## config.mk

```make
export PLATFORM = sky130hd
export DESIGN_NAME = amds_adc_uart_tx
export DESIGN_NICKNAME = d
export VERILOG_FILES = /design/src/rtl/amds_adc_uart_tx.sv
export SDC_FILE = /design/constraint.sdc
export NUM_CORES = 1
export LEC_CHECK = 0
export ABC_AREA = 1
export ABC_CLOCK_PERIOD_IN_PS = 2300
export CAP_MARGIN = 10
export CORE_MARGIN = 10
export CORE_UTILIZATION = 45
export DETAILED_ROUTE_END_ITERATION = 10
export GPL_ROUTABILITY_DRIVEN = 0
export PLACE_DENSITY = 0.73
export SLEW_MARGIN = 25
export SYNTH_ARGS = -nofsm -noshare
export SYNTH_HDL_FRONTEND = slang
export SYNTH_SLANG_ARGS = --single-unit
```

## constraint.sdc

```tcl
create_clock -name clk -period 2.3 [get_ports clk]
set_clock_uncertainty 0.05 [all_clocks]
set_input_delay 0.575 -clock clk [delete_from_list [all_inputs] [get_ports clk]]
set_output_delay 0.575 -clock clk [all_outputs]
set_load 0.005 [all_outputs]
```

## src/rtl/amds_adc_uart_tx.sv

```systemverilog
// AMDS ADC sample link transmitter: snapshots four 16-bit samples on start_tx and
// sends them as twelve 8N1 UART bytes (header 0x90|N, MSB, LSB per sample).
module amds_adc_uart_tx #(
    parameter int CLKS_PER_BIT = 16,
    parameter int GAP_BITS     = 0
) (
    input  logic        clk,
    input  logic        rst_n,
    input  logic        start_tx,
    input  logic [15:0] adc_din0,
    input  logic [15:0] adc_din1,
    input  logic [15:0] adc_din2,
    input  logic [15:0] adc_din3,
    output logic        dout,
    output logic        busy,
    output logic        tx_done,
    output logic [15:0] counter_frames_sent,
    output logic [15:0] counter_triggers_dropped
);

    localparam int                CNT_W    = $clog2(CLKS_PER_BIT);
    localparam logic [CNT_W-1:0]  CNT_LAST = CNT_W'(CLKS_PER_BIT - 1);
    localparam logic [3:0]        GAP_LAST = (GAP_BITS > 0) ? 4'(GAP_BITS - 1) : 4'd0;

    typedef enum logic [2:0] {
        S_IDLE,
        S_START,
        S_DATA,
        S_STOP,
        S_GAP
    } state_t;

    state_t           state_q;
    logic [CNT_W-1:0] clk_cnt_q;
    logic [2:0]       bit_cnt_q;
    logic [3:0]       gap_cnt_q;
    logic [3:0]       byte_idx_q;
    logic [7:0]       shift_q;
    logic             dout_q;
    logic             busy_q;
    logic             tx_done_q;
    logic [15:0]      frames_q;
    logic [15:0]      dropped_q;

    logic [15:0] din_w  [4];
    logic [15:0] snap_w [4];
    logic        load;
    logic        cnt_last;
    logic        byte_end;
    logic [3:0]  nxt_idx;
    logic [7:0]  nxt_byte;

    assign din_w[0] = adc_din0;
    assign din_w[1] = adc_din1;
    assign din_w[2] = adc_din2;
    assign din_w[3] = adc_din3;

    assign load = start_tx && (state_q == S_IDLE);

    // Samples are frozen at acceptance so later input changes never reach the line.
    generate
        for (genvar gi = 0; gi < 4; gi++) begin : g_snap
            logic [15:0] sample_q;
            always_ff @(posedge clk or negedge rst_n) begin
                if (!rst_n) begin
                    sample_q <= 16'h0000;
                end else if (load) begin
                    sample_q <= din_w[gi];
                end
            end
            assign snap_w[gi] = sample_q;
        end
    endgenerate

    assign cnt_last = (clk_cnt_q == CNT_LAST);
    assign nxt_idx  = byte_idx_q + 4'd1;

    always_comb begin
        byte_end = 1'b0;
        if (cnt_last) begin
            if (state_q == S_STOP && GAP_BITS == 0) begin
                byte_end = 1'b1;
            end else if (state_q == S_GAP && gap_cnt_q == GAP_LAST) begin
                byte_end = 1'b1;
            end
        end
    end

    always_comb begin
        nxt_byte = 8'h90;
        case (nxt_idx)
            4'd1:    nxt_byte = snap_w[0][15:8];
            4'd2:    nxt_byte = snap_w[0][7:0];
            4'd3:    nxt_byte = 8'h91;
            4'd4:    nxt_byte = snap_w[1][15:8];
            4'd5:    nxt_byte = snap_w[1][7:0];
            4'd6:    nxt_byte = 8'h92;
            4'd7:    nxt_byte = snap_w[2][15:8];
            4'd8:    nxt_byte = snap_w[2][7:0];
            4'd9:    nxt_byte = 8'h93;
            4'd10:   nxt_byte = snap_w[3][15:8];
            4'd11:   nxt_byte = snap_w[3][7:0];
            default: nxt_byte = 8'h90;
        endcase
    end

    always_ff @(posedge clk or negedge rst_n) begin
        if (!rst_n) begin
            state_q    <= S_IDLE;
            clk_cnt_q  <= '0;
            bit_cnt_q  <= 3'd0;
            gap_cnt_q  <= 4'd0;
            byte_idx_q <= 4'd0;
            shift_q    <= 8'h00;
            dout_q     <= 1'b1;
            busy_q     <= 1'b0;
            tx_done_q  <= 1'b0;
            frames_q   <= 16'h0000;
            dropped_q  <= 16'h0000;
        end else begin
            tx_done_q <= 1'b0;
            if (start_tx && busy_q) begin
                dropped_q <= dropped_q + 16'd1;
            end

            case (state_q)
                S_IDLE: begin
                    if (start_tx) begin
                        state_q    <= S_START;
                        busy_q     <= 1'b1;
                        dout_q     <= 1'b0;
                        clk_cnt_q  <= '0;
                        byte_idx_q <= 4'd0;
                        shift_q    <= 8'h90;
                    end
                end
                S_START: begin
                    if (cnt_last) begin
                        clk_cnt_q <= '0;
                        bit_cnt_q <= 3'd0;
                        dout_q    <= shift_q[0];
                        state_q   <= S_DATA;
                    end else begin
                        clk_cnt_q <= clk_cnt_q + 1'b1;
                    end
                end
                S_DATA: begin
                    if (cnt_last) begin
                        clk_cnt_q <= '0;
                        if (bit_cnt_q == 3'd7) begin
                            dout_q  <= 1'b1;
                            state_q <= S_STOP;
                        end else begin
                            bit_cnt_q <= bit_cnt_q + 3'd1;
                            shift_q   <= shift_q >> 1;
                            dout_q    <= shift_q[1];
                        end
                    end else begin
                        clk_cnt_q <= clk_cnt_q + 1'b1;
                    end
                end
                S_STOP: begin
                    if (cnt_last) begin
                        clk_cnt_q <= '0;
                        gap_cnt_q <= 4'd0;
                        state_q   <= S_GAP;
                    end else begin
                        clk_cnt_q <= clk_cnt_q + 1'b1;
                    end
                end
                S_GAP: begin
                    if (cnt_last) begin
                        clk_cnt_q <= '0;
                        gap_cnt_q <= gap_cnt_q + 4'd1;
                    end else begin
                        clk_cnt_q <= clk_cnt_q + 1'b1;
                    end
                end
                default: begin
                    state_q <= S_IDLE;
                    busy_q  <= 1'b0;
                    dout_q  <= 1'b1;
                end
            endcase

            // End of the last stop/gap bit: chain the next byte or close the frame.
            if (byte_end) begin
                if (byte_idx_q == 4'd11) begin
                    state_q   <= S_IDLE;
                    busy_q    <= 1'b0;
                    tx_done_q <= 1'b1;
                    frames_q  <= frames_q + 16'd1;
                end else begin
                    state_q    <= S_START;
                    dout_q     <= 1'b0;
                    byte_idx_q <= nxt_idx;
                    shift_q    <= nxt_byte;
                end
            end
        end
    end

    assign dout                     = dout_q;
    assign busy                     = busy_q;
    assign tx_done                  = tx_done_q;
    assign counter_frames_sent      = frames_q;
    assign counter_triggers_dropped = dropped_q;

endmodule

```

==> results of run 1 <==
## power groups by stage
| stage | clock (W) | sequential, W | combinational (W) |
|---|---|---|---|
| 2_1_floorplan | 0 | 0.00323 | 0.00120 |
| 3_3_place_gp | 0 | 0.00333 | 0.00178 |
| 3_5_place_dp | 0 | 0.00335 | 0.00184 |
| 4_1_cts | 0.00277 | 0.00333 | 0.00186 |
| 5_1_grt | 0.00288 | 0.00341 | 0.00215 |
| 6_report | 0.00274 | 0.00333 | 0.00183 |
## layer usage
metal  vias to the layer above  part of all wire [%]
met4                         0                   2.0
met2                       151                    47
met1                      2468                    45
li1                       2700                     -
met5                         -                     0
met3                        27                   6.5
## final cells by class
cell class / instances / area [um^2] / share of cell area, %
clock buffer: 26 / 499 / 6.13
multi-input combinational: 566 / 2750 / 33.7
clock inverter: 6 / 108 / 1.32
sequential: 125 / 3130 / 38.4
inverter: 68 / 255 / 3.13
tap: 176 / 220 / 2.70
timing repair buffer: 120 / 1190 / 14.6
## state kept, by name (all words and copies together) (netlist names)
| register | count |
|---|---|
| clk_cnt_q | 4 |
| bit_cnt_q | 3 |
| counter_frames_sent | 16 |
| g_snap.sample_q | 64 |
| byte_idx_q | 4 |
| state_q | 3 |
| dout | 1 |
| tx_done | 1 |
| shift_q | 8 |
| counter_triggers_dropped | 16 |
| gap_cnt_q | 4 |
| busy | 1 |
## stage by stage
step | hold WS (ns) | power [W] | instances
finish | 0.0345 | 0.00790 | 1087
global route | 0.0622 | 0.00844 | 1087
CTS | 0.0420 | 0.00796 | 1087
detailed placement | 0.409 | 0.00519 | 1055
global placement | 0.404 | 0.00511 | 1055
floorplan | 0.229 | 0.00443 | 786
## logic make-up (layout without fill, tap and decap cells)
group	Yosys count	in the layout	synth area share, %
and+or+nand+nor	474	474	32.1
DFF	125	125	50.1
buffers and inverters	95	220	6.03
xor gates and xnor gates	36	36	5.17
adders and majority gates	12	12	2.40
AOI/OAI and AO/OA	44	44	4.23
## worst max path at each step
stage,start,end,slack [ns],depth (start not counted)
2_1_floorplan,start_tx,counter_triggers_dropped[15],0.55,9
3_3_place_gp,start_tx,counter_triggers_dropped[15],0.04,10
3_5_place_dp,start_tx,counter_triggers_dropped[13],0.02,9
4_1_cts,byte_idx_q[0],shift_q[5],0.19,11
5_1_grt,byte_idx_q[0],shift_q[6],0.05,11
6_report,byte_idx_q[0],shift_q[5],0.19,11
## synth_stat cells, drive strengths merged
cell / number
o32ai: 1
a22o: 3
a21o: 1
ha: 12
o22ai: 1
xnor2: 15
o221ai: 2
dfrtp: 124
nor2: 68
a21oi: 7
nand2: 327
dfstp: 1
o31ai: 3
o211ai: 2
inv: 68
buf: 10
clkbuf: 17
nand3: 38
nand4: 33
a211oi: 2
xor2: 21
nor4: 1
nor3: 7
o21ai: 22
==> flow_summary.yaml, run 1 <==
outcome:
  status: "complete, no violations"
worst_setup_path:
  crit_path_frequent_cell: "nand2_1"
  max_stage_delay_ns: 0.47
  rrSetupSlack_ns: 0.19
  path_delay_family: "simple AND/OR/NAND/NOR gates"
  worstSetupEndpointType: "flop"
  startpoint_type: "flop"
  critPathRequiredTime_ns: 2.57
  timing.rr.end: "shift_q[5]"
  reg2reg_depth: 11
  worstPathArrival_ns: 2.38
  cp_slowest_cell: "dfrtp_1"
  crit_type: "flop to flop"
  cp_max_fo: 15
  crit_buf_inv: 3
  rr_startpoint: "byte_idx_q[0]"
  crit_chain: "ha_1 -> xnor2_1 -> buf_4 -> nand3_1 -> inv_1 -> nand2_1 -> nand2_1 -> nor2_1 -> nand3_1 -> nand2_1 -> inv_1"
clock_tree:
  cts.sinks: 125
  clock-root-buffer: "clkbuf_16"
  insertion_delay_ns: 0.42
  h-tree-depth: 4
  cts_tree: "done"
  ctsHoldBuffers: 0
  clockBufferDepth: 2
  cts_inserted_buffers: 17
  post-cts-setup-buffers: 0
  cts-resized-gates: 0
  clk_pin_slew_ns: 0.05
timing:
  worst_pin_slew_ns: 0.405
  slew_headroom_pct: 73.0
  period_share_pct: 91.7
  rsz0062_at_grt: "no"
  max_freq_ghz: 0.474
  final_max_slew_viol_count: 0
  min_period_ns: 2.11
  setup_viol: 0
  setup_tns_ns: 0
  hold_viol: 0
  setup_ws_ns: 0.191
drt:
  vias: 5346
  antenna_left: 0
  wl_per_cell_um: 14.0
  dr.pass1.iters: 4
  wl_um: 15200
  drc: 0
  via_per_inst: 4.92
  drtIter0Drc: 360
hold_path:
  min_path_type: "input pin to async pin"
global_routing:
  grt_util_met2_pct: 27.2
  antenna_found_initial: 0
  busiest_layer: "met2"
  grt_util_met1_pct: 21.0
  grt_pass1_wl_um: 25500
  gr-usage-all-layers_pct: 16.9
  grt_pass1_vias: 5381
  globalRouteOverflowTotal: 0
  grt_use_met3_pct: 5.21
  grt_max_degree: 43
power_and_ir_drop:
  p_clk_share_pct: 34.7
  pwr-share-comb_pct: 23.1
  power_frac_seq_pct: 42.2
  power.static_leakage_nw: 4.20
  power_density_nw_per_um2: 970
  p_sw_share_pct: 30.7
  vdd_drop_max_uv: 514
  p_int_w: 0.00548
  p_switching_w: 0.00242
die:
  dieArea_um2: 19000
  die_w_um: 138
  die_h_um: 138
  pin_count: 102
  start_util_pct: 46.6
  rows: 42
  core_area_um2: 13400
synthesis:
  syn_inst: 786
  synth.net_count: 865
  yosysTopAreaCellShare_pct: 49.7
  synth_top_area_cell: "dfrtp_1"
  synth_seq_cells: 125
  ys_seq_area_share_pct: 50.1
  synth.distinct_cells: 37
  netlist_top_cells_area: "dfrtp_1 50%, nand2_1 19%, nor2_1 3.8%"
  syn_avg_cell_area_um2: 7.95
  synth_area_um2: 6250
  yosysWarningCount: 0
final_layout:
  drive_gt1_share_pct: 7.90
  utilization_pct: 60.8
  layout_common_cells: "320 x nand2_1, 124 x dfrtp_1, 100 x clkdlybuf4s50_1, 63 x nor2_1, 62 x inv_1"
  fin_nets: 977
  syn2layout_area_growth_pct: 30.4
  antennaDiodeCount: 0
  fill_cells: 1179
  layout_commonest_cell: "nand2_1"
  final_area_um2: 8150
placement:
  place_ws_ns: 0.0191
  io_buffers: 101
  placed_area_um2: 7540
  dp_hpwl_um: 11200
run:
  maxCapViolCount: 0
(Power assumes the default switching activity.)
==> run 2, diff against run 1 <==
Settings changed: PLACE_DENSITY 0.73 to 0.7.
==> flow_summary.yaml, run 2 (synthesized netlist as in run 1, its figures left out) <==
worst_setup_path:
  crit_buf_inv: 1
  worstPathArrival_ns: 1.47
  path_delay_family: "buffers and inverters"
  crit_chain: "clkdlybuf4s50_1"
  max_stage_delay_ns: 0.56
  rr_startpoint: "byte_idx_q[0]"
  cp_max_fo: 6
  worstSetupEndpointType: "output port"
  cp_slowest_cell: "clkdlybuf4s50_1"
  crit_type: "flop to output port"
  startpoint_type: "flop"
  crit_start: "counter_frames_sent[6]"
  critPathRequiredTime_ns: 1.67
clock_tree:
  post-cts-setup-buffers: 0
  clock-root-buffer: "clkbuf_16"
  clk_pin_slew_ns: 0.05
  h-tree-depth: 4
  insertion_delay_ns: 0.42
  cts.sinks: 125
  cts_inserted_buffers: 17
  cts-resized-gates: 0
  ctsHoldBuffers: 0
  clockBufferDepth: 2
  cts_tree: "done"
global_routing:
  grt_pass1_wl_um: 25300
  grt_pass1_vias: 5221
  antenna_found_initial: 0
  globalRouteOverflowTotal: 0
  grt_max_degree: 41
  gr-usage-all-layers_pct: 16.7
timing:
  rsz0062_at_grt: "no"
  final_max_slew_viol_count: 0
  setup_tns_ns: 0
  period_share_pct: 91.1
  setup_viol: 0
  worst_pin_slew_ns: 0.455
  hold_viol: 0
  slew_headroom_pct: 69.7
  min_period_ns: 2.09
  max_freq_ghz: 0.477
drt:
  antenna_left: 0
  via_per_inst: 4.87
  vias: 5303
  drc: 0
  drtIter0Drc: 344
  wl_per_cell_um: 13.8
  dr.pass1.iters: 5
  wl_um: 15100
final_layout:
  layout_common_cells: "320 x nand2_1, 124 x dfrtp_1, 100 x clkdlybuf4s50_1, 63 x nor2_1, 62 x inv_1"
  antennaDiodeCount: 0
  fin_nets: 980
  drive_gt1_share_pct: 8.32
  multi_input_area_um2: 2750
  largest_register_ff_count: 64
  ff_latch_area_um2: 3130
  layout_commonest_cell: "nand2_1"
  utilization_pct: 60.9
  syn2layout_area_growth_pct: 30.7
  largest_register: "g_snap.sample_q"
  fill_cells: 1197
placement:
  dp_hpwl_um: 11400
  io_buffers: 101
die:
  die_h_um: 138
  pin_count: 102
  start_util_pct: 46.6
  rows: 42
  dieArea_um2: 19000
  core_area_um2: 13400
  die_w_um: 138
power_and_ir_drop:
  power_frac_seq_pct: 42.8
  p_int_w: 0.00539
  power.static_leakage_nw: 4.22
  p_sw_share_pct: 30.9
  power_density_nw_per_um2: 956
  total_power_w: 0.00780
  p_switching_w: 0.00241
  vdd_drop_max_uv: 541
  pwr-share-comb_pct: 23.4
  p_clk_share_pct: 33.8
hold_path:
  min_path_type: "input pin to async pin"
run:
  maxCapViolCount: 0
outcome:
  status: "complete, no violations"
## run 2: cell type report
cell class / count / area share (%)
Sequential cell: 125 / 38.3
Multi-Input combinational cell: 566 / 33.7
Timing Repair Buffer: 123 / 15.0
Clock buffer: 25 / 6.19
Inverter: 68 / 3.13
Tap cell: 176 / 2.70
Clock inverter: 6 / 1.01
## run 2: final timing paths
| kind | depth (start not counted) | slack [ns] | endpoint |
|---|---|---|---|
| max in group asynchronous | 2 | 1.53 | dout |
| setup / recovery | 1 | 0.21 | counter_frames_sent[6] |
| min in group clk | 1 | 0.41 | counter_triggers_dropped[15] |
| setup reg to reg | 10 | 0.24 | shift_q[4] |
| hold / removal | 1 | 0.05 | g_snap[3].sample_q[5] |
| hold reg to reg | 1 | 0.41 | counter_triggers_dropped[15] |
## run 2: power by group through the flow
stage	Sequential (W)	Clock, W	Combinational [W]
3_5_place_dp	0.00337	0	0.00184
5_1_grt	0.00342	0.00277	0.00214
3_3_place_gp	0.00336	0	0.00179
4_1_cts	0.00334	0.00266	0.00185
6_report	0.00334	0.00264	0.00182
2_1_floorplan	0.00323	0	0.00120
## run 2: through the flow
stage,std cells,hold slack (ns),worst slack [ns],instance area [um^2]
detailed placement,1058,0.409,0.0557,7580
CTS,1089,0.0590,0.206,8160
global route,1089,0.0774,0.0614,8160
finish,1089,0.0525,0.205,8160
floorplan,786,0.229,0.545,6250
global placement,1058,0.405,0.0809,7580
## run 2: layer usage
metal,global-route usage (%),vias up,wire (um)
met4,7.01,0,283
li1,-,2714,-
met3,4.41,22,906
met5,0,-,0
met2,25.4,148,6810
met1,22.1,2419,7060
==> run 3, diff against run 2 <==
Settings changed: ABC_CLOCK_PERIOD_IN_PS 2300 to 2000, MAX_ROUTING_LAYER set to met4.
Clock period 2.3 ns to 2 ns, I/O delays scaled along.
==> flow_summary.yaml, run 3 (synthesized netlist as in run 1, its figures left out) <==
clock_tree:
  clock-root-buffer: "clkbuf_16"
  ctsHoldBuffers: 0
  post-cts-setup-buffers: 0
  clockBufferDepth: 2
  h-tree-depth: 4
  cts_inserted_buffers: 17
  cts.sinks: 125
  clk_pin_slew_ns: 0.05
  insertion_delay_ns: 0.42
  cts_tree: "done"
die:
  pin_count: 102
  die_w_um: 138
  dieArea_um2: 19000
  rows: 42
  core_area_um2: 13400
  start_util_pct: 46.6
  die_h_um: 138
global_routing:
  antenna_found_initial: 0
  globalRouteOverflowTotal: 0
  gr-usage-all-layers_pct: 16.9
  grt_max_degree: 89
  grt_pass1_vias: 5162
  grt_pass1_wl_um: 24800
power_and_ir_drop:
  power_density_nw_per_um2: 1070
  power.static_leakage_nw: 4.25
  vdd_drop_max_uv: 709
worst_setup_path:
  worstPathArrival_ns: 1.40
  cp_max_fo: 5
  rrSetupSlack_ns: 0.14
  worstSetupEndpointType: "output port"
  critPathRequiredTime_ns: 1.45
  crit_buf_inv: 1
  startpoint_type: "flop"
  crit_type: "flop to output port"
  path_delay_family: "buffers and inverters"
  crit_chain: "clkdlybuf4s50_1"
  cp_slowest_cell: "clkdlybuf4s50_1"
  max_stage_delay_ns: 0.54
timing:
  period_share_pct: 97.3
  worst_pin_slew_ns: 0.478
  rsz0062_at_grt: "yes"
  final_max_slew_viol_count: 0
  setup_viol: 0
  hold_viol: 0
  slew_headroom_pct: 68.2
  max_freq_ghz: 0.514
  min_period_ns: 1.95
final_layout:
  layout_common_cells: "318 x nand2_1, 119 x dfrtp_1, 99 x clkdlybuf4s50_1, 62 x inv_1, 60 x nor2_1"
  largest_register: "g_snap.sample_q"
  drive_gt1_share_pct: 10.7
  largest_register_ff_count: 64
  syn2layout_area_growth_pct: 32.3
  antennaDiodeCount: 0
  layout_commonest_cell: "nand2_1"
  fin_nets: 990
  utilization_pct: 61.7
  final_area_um2: 8270
outcome:
  status: "complete, no violations"
drt:
  wl_um: 15000
  dr.pass1.iters: 5
  drtIter0Drc: 272
  via_per_inst: 4.86
  wl_per_cell_um: 13.6
  antenna_left: 0
  drc: 0
  vias: 5336
placement:
  dp_hpwl_um: 11300
  placed_area_um2: 7660
  io_buffers: 101
hold_path:
  min_path_type: "input pin to async pin"
run:
  maxCapViolCount: 0
==> run 3: changes by cell type in the layout (fill, tap and decap cells not counted), sizes merged <==
cell,delta
bufinv,-1
clkdlybuf4s50,-1
clkinvlp,+1
dlygate4sd2,+1
buf,+10
==> run 3: stage by stage <==
step / instances / hold WS, ns / total power, W / worst slack, ns / setup TNS (ns)
after floorplan: 786 / 0.154 / 0.00509 / 0.247 / 0
after global placement: 1068 / 0.405 / 0.00597 / -0.185 / -0.653
after detailed placement: 1068 / 0.409 / 0.00603 / -0.202 / -0.804
after CTS: 1099 / 0.0938 / 0.00895 / 0.00528 / 0
after global routing: 1099 / 0.115 / 0.00948 / -0.00904 / -0.0171
final: 1099 / 0.0507 / 0.00886 / 0.0549 / 0
==> run 3: layout make-up <==
cell class	count	area [um^2]
Fill cell	1186	5130
Sequential cell	125	3140
Multi-Input combinational cell	566	2780
Timing Repair Buffer	133	1310
Clock buffer	25	495
Inverter	68	258
Tap cell	176	220
Clock inverter	6	60.1
==> run 3: metal layers <==
layer | part of all wire (%) | routed length [um] | vias up | global-route usage (%)
met4 | 1.5 | 219 | 0 | 5.50
met3 | 5.1 | 769 | 21 | 4.66
met1 | 48 | 7160 | 2466 | 22.1
met2 | 46 | 6820 | 122 | 24.9
met5 | 0 | 0 | - | -
li1 | - | - | 2727 | -
==> run 3: worst paths after layout <==
path | to | cells after the start | startpoint
min | g_snap[1].sample_q[5] | 2 | rst_n
max in group asynchronous | counter_frames_sent[6] | 2 | rst_n
max reg2reg | counter_frames_sent[7] | 10 | clk_cnt_q[0]
min in group clk | counter_triggers_dropped[15] | 1 | counter_triggers_dropped[15]
max | counter_frames_sent[11] | 1 | counter_frames_sent[11]
min reg2reg | counter_triggers_dropped[15] | 1 | counter_triggers_dropped[15]
==> run 3: power by group <==
part / internal, W / switching, W
logic: 0.000952 / 0.00122
registers: 0.00332 / 0.000503
clock network: 0.00182 / 0.00105
==> run 3: timing repair <==
item,CTS,global route
pin swaps,0,1
gates resized for setup,2,16
setup endpoints to repair,2,14
